==> config.mk <==
export PLATFORM = sky130hd
export DESIGN_NAME = pmp_trap_unit
export DESIGN_NICKNAME = d
export VERILOG_FILES = /design/src/rtl/pmp_trap_unit.sv
export SDC_FILE = /design/constraint.sdc
export NUM_CORES = 1
export LEC_CHECK = 0
export ABC_AREA = 1
export CORE_MARGIN = 2
export CORE_UTILIZATION = 45
export CTS_CLUSTER_SIZE = 12
export DETAILED_ROUTE_END_ITERATION = 12
export GPL_TIMING_DRIVEN = 0
export PLACE_DENSITY = 0.84
export SLEW_MARGIN = 20
export SYNTH_ARGS = -nofsm -noshare
export SYNTH_HDL_FRONTEND = slang
export SYNTH_SLANG_ARGS = --single-unit
==> constraint.sdc <==
create_clock -name Clock -period 1.72 [get_ports Clock]
set_clock_uncertainty 0.2 [all_clocks]
set_input_delay 0.258 -clock Clock [delete_from_list [all_inputs] [get_ports Clock]]
set_output_delay 0.258 -clock Clock [all_outputs]
set_load 0.1 [all_outputs]
==> src/rtl/pmp_trap_unit.sv <==
// PMP access-fault trap unit: captures fault cause/PC/address, raises a
// level trap request, stalls until acknowledged, then drains before re-arming.
module pmp_trap_unit #(
    parameter int ADDR_W       = 8,
    parameter int CNT_W        = 8,
    parameter int DRAIN_CYCLES = 2
) (
    input  logic              Clock,
    input  logic              Reset,
    input  logic [ADDR_W-1:0] PC,
    input  logic [ADDR_W-1:0] Data_Addr,
    input  logic              Mem_Read,
    input  logic              Mem_Write,
    input  logic              instr_pmp_ok,
    input  logic              data_pmp_ok,
    input  logic              Trap_Ack,
    input  logic              Clear_Count,
    output logic              Trap_Req,
    output logic [3:0]        Trap_Cause,
    output logic [ADDR_W-1:0] Trap_PC,
    output logic [ADDR_W-1:0] Trap_Addr,
    output logic              Stall,
    output logic [CNT_W-1:0]  Fault_Count,
    output logic              Count_Ovf
);

    localparam int DW = (DRAIN_CYCLES > 1) ? $clog2(DRAIN_CYCLES) : 1;

    typedef enum logic [1:0] {
        IDLE  = 2'd0,
        TRAP  = 2'd1,
        DRAIN = 2'd2
    } state_t;

    state_t            state_q, state_d;
    logic [DW-1:0]     drain_q, drain_d;
    logic [3:0]        cause_q, cause_d;
    logic [ADDR_W-1:0] pc_q, pc_d;
    logic [ADDR_W-1:0] addr_q, addr_d;
    logic [CNT_W-1:0]  cnt_q, cnt_d;
    logic              ovf_q, ovf_d;

    logic if_f, ld_f, st_f, fault, capture;

    assign if_f    = ~instr_pmp_ok;
    assign ld_f    = Mem_Read & ~data_pmp_ok;
    assign st_f    = Mem_Write & ~data_pmp_ok;
    assign fault   = if_f | ld_f | st_f;
    assign capture = (state_q == IDLE) & fault;

    always_comb begin
        state_d = state_q;
        drain_d = drain_q;
        cause_d = cause_q;
        pc_d    = pc_q;
        addr_d  = addr_q;
        unique case (state_q)
            IDLE: begin
                if (fault) begin
                    state_d = TRAP;
                    pc_d    = PC;
                    if (if_f) begin
                        cause_d = 4'd1;
                        addr_d  = PC;
                    end else if (st_f) begin
                        cause_d = 4'd7;
                        addr_d  = Data_Addr;
                    end else begin
                        cause_d = 4'd5;
                        addr_d  = Data_Addr;
                    end
                end
            end
            TRAP: begin
                if (Trap_Ack) begin
                    state_d = DRAIN;
                    drain_d = '0;
                end
            end
            DRAIN: begin
                if (drain_q == DW'(DRAIN_CYCLES - 1)) begin
                    state_d = IDLE;
                    drain_d = '0;
                end else begin
                    drain_d = drain_q + 1'b1;
                end
            end
            default: state_d = IDLE;
        endcase
    end

    // Clear wins over saturation; a same-cycle capture still counts once.
    always_comb begin
        cnt_d = cnt_q;
        ovf_d = ovf_q;
        if (Clear_Count) begin
            cnt_d = capture ? CNT_W'(1) : '0;
            ovf_d = 1'b0;
        end else if (capture) begin
            if (&cnt_q) ovf_d = 1'b1;
            else        cnt_d = cnt_q + 1'b1;
        end
    end

    always_ff @(posedge Clock or posedge Reset) begin
        if (Reset) begin
            state_q <= IDLE;
            drain_q <= '0;
            cause_q <= '0;
            pc_q    <= '0;
            addr_q  <= '0;
            cnt_q   <= '0;
            ovf_q   <= 1'b0;
        end else begin
            state_q <= state_d;
            drain_q <= drain_d;
            cause_q <= cause_d;
            pc_q    <= pc_d;
            addr_q  <= addr_d;
            cnt_q   <= cnt_d;
            ovf_q   <= ovf_d;
        end
    end

    assign Trap_Req    = (state_q == TRAP);
    assign Stall       = ~Reset & (capture | (state_q != IDLE));
    assign Trap_Cause  = cause_q;
    assign Trap_PC     = pc_q;
    assign Trap_Addr   = addr_q;
    assign Fault_Count = cnt_q;
    assign Count_Ovf   = ovf_q;

endmodule
==> out/qor.csv <==
stage,metric,value,unit
run_status,status,completed,
yosys,synth_top_family_by_area,simple AND/OR/NAND/NOR gates,
critical_path,crit_chain,nor3_4 > nor2_4 > buf_12,
hold_path,min_from,data_pmp_ok,
global_routing,antenna_found_initial,0,
sta,fmax,590.2,MHz
clock_network,cts_root_buf,clkbuf_4,
hold_path,hold_depth,4,
yosys,seq_area_frac_synth,48.59,%
clock_network,clockBufferDepth,2,
die,dieArea,4041,um^2
critical_path,reg2reg_from,Fault_Count[0],
finish,final_net_count,298,
clock_network,cts_tree,done,
finish,synthToLayoutAreaGrowth,39.18,%
critical_path,cp.arrival,1.24,ns
yosys,syn-cell-area,1597,um^2
sta,fin_crit,1.694,ns
finish,diodes,0,
yosys,synth_flop_cell,dfrtp_1,
critical_path,reg2reg_slack,0.14,ns
drt,avgRoutedWirePerCell,11.70,um
finish,final_layout_size_suffix_gt1_share,28.10,%
yosys,synth_cell_types,25,
yosys,syn_area_per_cell,7.603,um^2
critical_path,cp_max_fo,4,
yosys,synth_edf_count,0,
drt,via_per_inst,4.734,
critical_path,r2r_end,Fault_Count[7],
finish,fin_area,2222,um^2
yosys,yosysMostFrequentCell,nand2_1,
yosys,synth_area_leader_cell,dfrtp_1,
yosys,synthTopCellsByCount,"99 x nand2_1, 31 x dfrtp_1, 17 x nand3_1",
critical_path,crit_type,flop to primary output,
sta,setup_viol,0,
critical_path,critical_path.top_delay_family,flip-flops,
place,place_inst,309,
yosys,syn-num-nets,235,
yosys,synth-async-reset-ratio,100.0,%
clock_network,clock_sinks,31,
place,place_area,2215,um^2
drt,dr_total_vias,1515,
place,gp_congestion,0.8851,
yosys,synthAdderAreaFrac,0.7837,%
critical_path,slowest_stage,dfrtp_2,
die,die_w,63.57,um
global_routing,grt_pass1_wl,6147,um
global_routing,grt-ovfl-total,0,
yosys,synthCells,210,
critical_path,critPathMaxStageDelay,0.47,ns
yosys,synth_compound_area_share,2.978,%
die,pin_count,55,
clock_network,cts_max_level,2,
critical_path,start_kind,flop,
yosys,synth-seq-cells,31,
clock_network,clk_pin_slew,0.09,ns
drt,post-route-drc-count,0,
place,port_buffers,53,
critical_path,path_buf_inv,1,
critical_path,worst_setup_path_end_kind,primary output,
drt,ant_nets,0,
run,maxCapViolCount,0,
drt,wl,3743,um
yosys,synth-simple-area-share,40.52,%
critical_path,reg2reg_depth,7,
hold_path,min_path_type,input port to flop,
hold_path,hold_path_end,Trap_Cause[1],
global_routing,grt_max_degree,32,
yosys,synth_xor_area_share,0,%
critical_path,cp_data_required_time,1.26,ns
yosys,synth_top_area_share,48.59,%
die,start_util,47.47,%
sta,rsz0062_at_grt,yes,
sta,drv_slew,0,
sta,period_share,98.51,%
place,place_hpwl,2714,um
sta,max_slew_margin,58.14,%
yosys,synth_area_leaders,"dfrtp_1 49%, nand2_1 23%, nand3_1 5.3%",
clock_network,cts_made_buffers,5,
global_routing,first_global_vias,1392,
global_routing,grt_use_total,19.60,%
die,rows,21,
yosys,synthMuxAreaShare,0,%
die,die_h,63.57,um
finish,layout.cells.non_filler,320,
sta,tightest_slew,0.6270,ns
yosys,ys_warn_count,0,
drt,drt_iter0_drc,60,
drt,firstDrtPassIters,4,
sta,timing_hold_violations_final,0,
die,coreArea,3363,um^2
clock_network,clkLatencyLatePin,0.33,ns
[worst max-delay path by stage]
| stage | start | cells after the start | to | slack [ns] |
|---|---|---|---|---|
| detailed placement | data_pmp_ok | 7 | Stall | -1.04 |
| global route | state_q[1] | 3 | Stall | -0.04 |
| global placement | data_pmp_ok | 7 | Stall | -1.04 |
| CTS | data_pmp_ok | 7 | Stall | -0.15 |
| floorplan | Fault_Count[0] | 7 | Fault_Count[7] | 0.04 |
| finish | state_q[1] | 3 | Stall | 0.03 |
[metal layers]
| metal | routed length [um] | up-vias | global-route usage [%] | part of all wire, % |
|---|---|---|---|---|
| met3 | 306 | 6 | 7.857 | 8.2 |
| li1 | - | 775 | - | - |
| met2 | 1627 | 53 | 30.92 | 43 |
| met4 | 52 | 0 | 8.152 | 1.4 |
| met1 | 1757 | 681 | 23.75 | 47 |
| met5 | 0 | - | 0 | 0 |
[metrics by stage]
stage	util, %	hold slack [ns]	worst slack [ns]	TNS [ns]
2_1_floorplan	-	0.1443	0.04222	0
3_3_place_gp	65.85	0.2494	-1.039	-16.28
3_5_place_dp	65.85	0.2518	-1.042	-8.571
4_1_cts	67.11	0.2460	-0.1462	-0.1591
5_1_grt	66.07	0.06442	-0.03635	-0.03635
6_report	66.07	0.06010	0.02559	0
[worst min-delay path, cell delays in order]
cell and delay [ns]:
dlymetal6s2s_1 0.09, inv_2 0.06, nand3_1 0.08, o21ai_1 0.07
[logic make-up (layout without fill, tap and decap cells)]
group	Yosys count	after routing
buffers and inverters	22	86
and+or+nand+nor	146	146
other	1	1
adders and majority gates	1	1
AOI/OAI and AO/OA	9	9
DFF	31	31
[flip-flops by register name (all words and copies together), names as in the netlist]
name,cells
Count_Ovf,1
Fault_Count,8
Trap_Addr,8
Trap_Cause,3
Trap_PC,8
drain_q,1
state_q,2
[placed cells by master, fill, tap and decap left out, drive strengths merged, types with 2 or more instances in the layout]
cell,instances
or2,2
nor3,2
clkdlybuf4s50,19
nand2,102
clkbuf,11
dfrtp,31
nand4,2
dlymetal6s2s,4
buf,36
nand3,21
nor2,17
o21ai,8
inv,16
[layout make-up]
| type | instances | area [um^2] |
|---|---|---|
| Tap cell | 46 | 57.56 |
| Inverter | 16 | 62.56 |
| Timing Repair Buffer | 56 | 450.4 |
| Fill cell | 335 | 1141 |
| Buffer | 6 | 47.55 |
| Sequential cell | 31 | 793.3 |
| Multi-Input combinational cell | 157 | 742.0 |
| Clock buffer | 8 | 68.82 |
[repair_timing]
item | 4_1_cts | 5_1_grt
buffers inserted | 0 | 3
cloned | 0 | 0
setup endpoints to repair | 30 | 23
resized for setup | 130 | 41
hold buffers | 0 | 0
pin swaps | 0 | 5
Power is left out: the tool's default activity adds up to more than one toggle a clock period on the data nets, which glitch-free logic cannot reach.
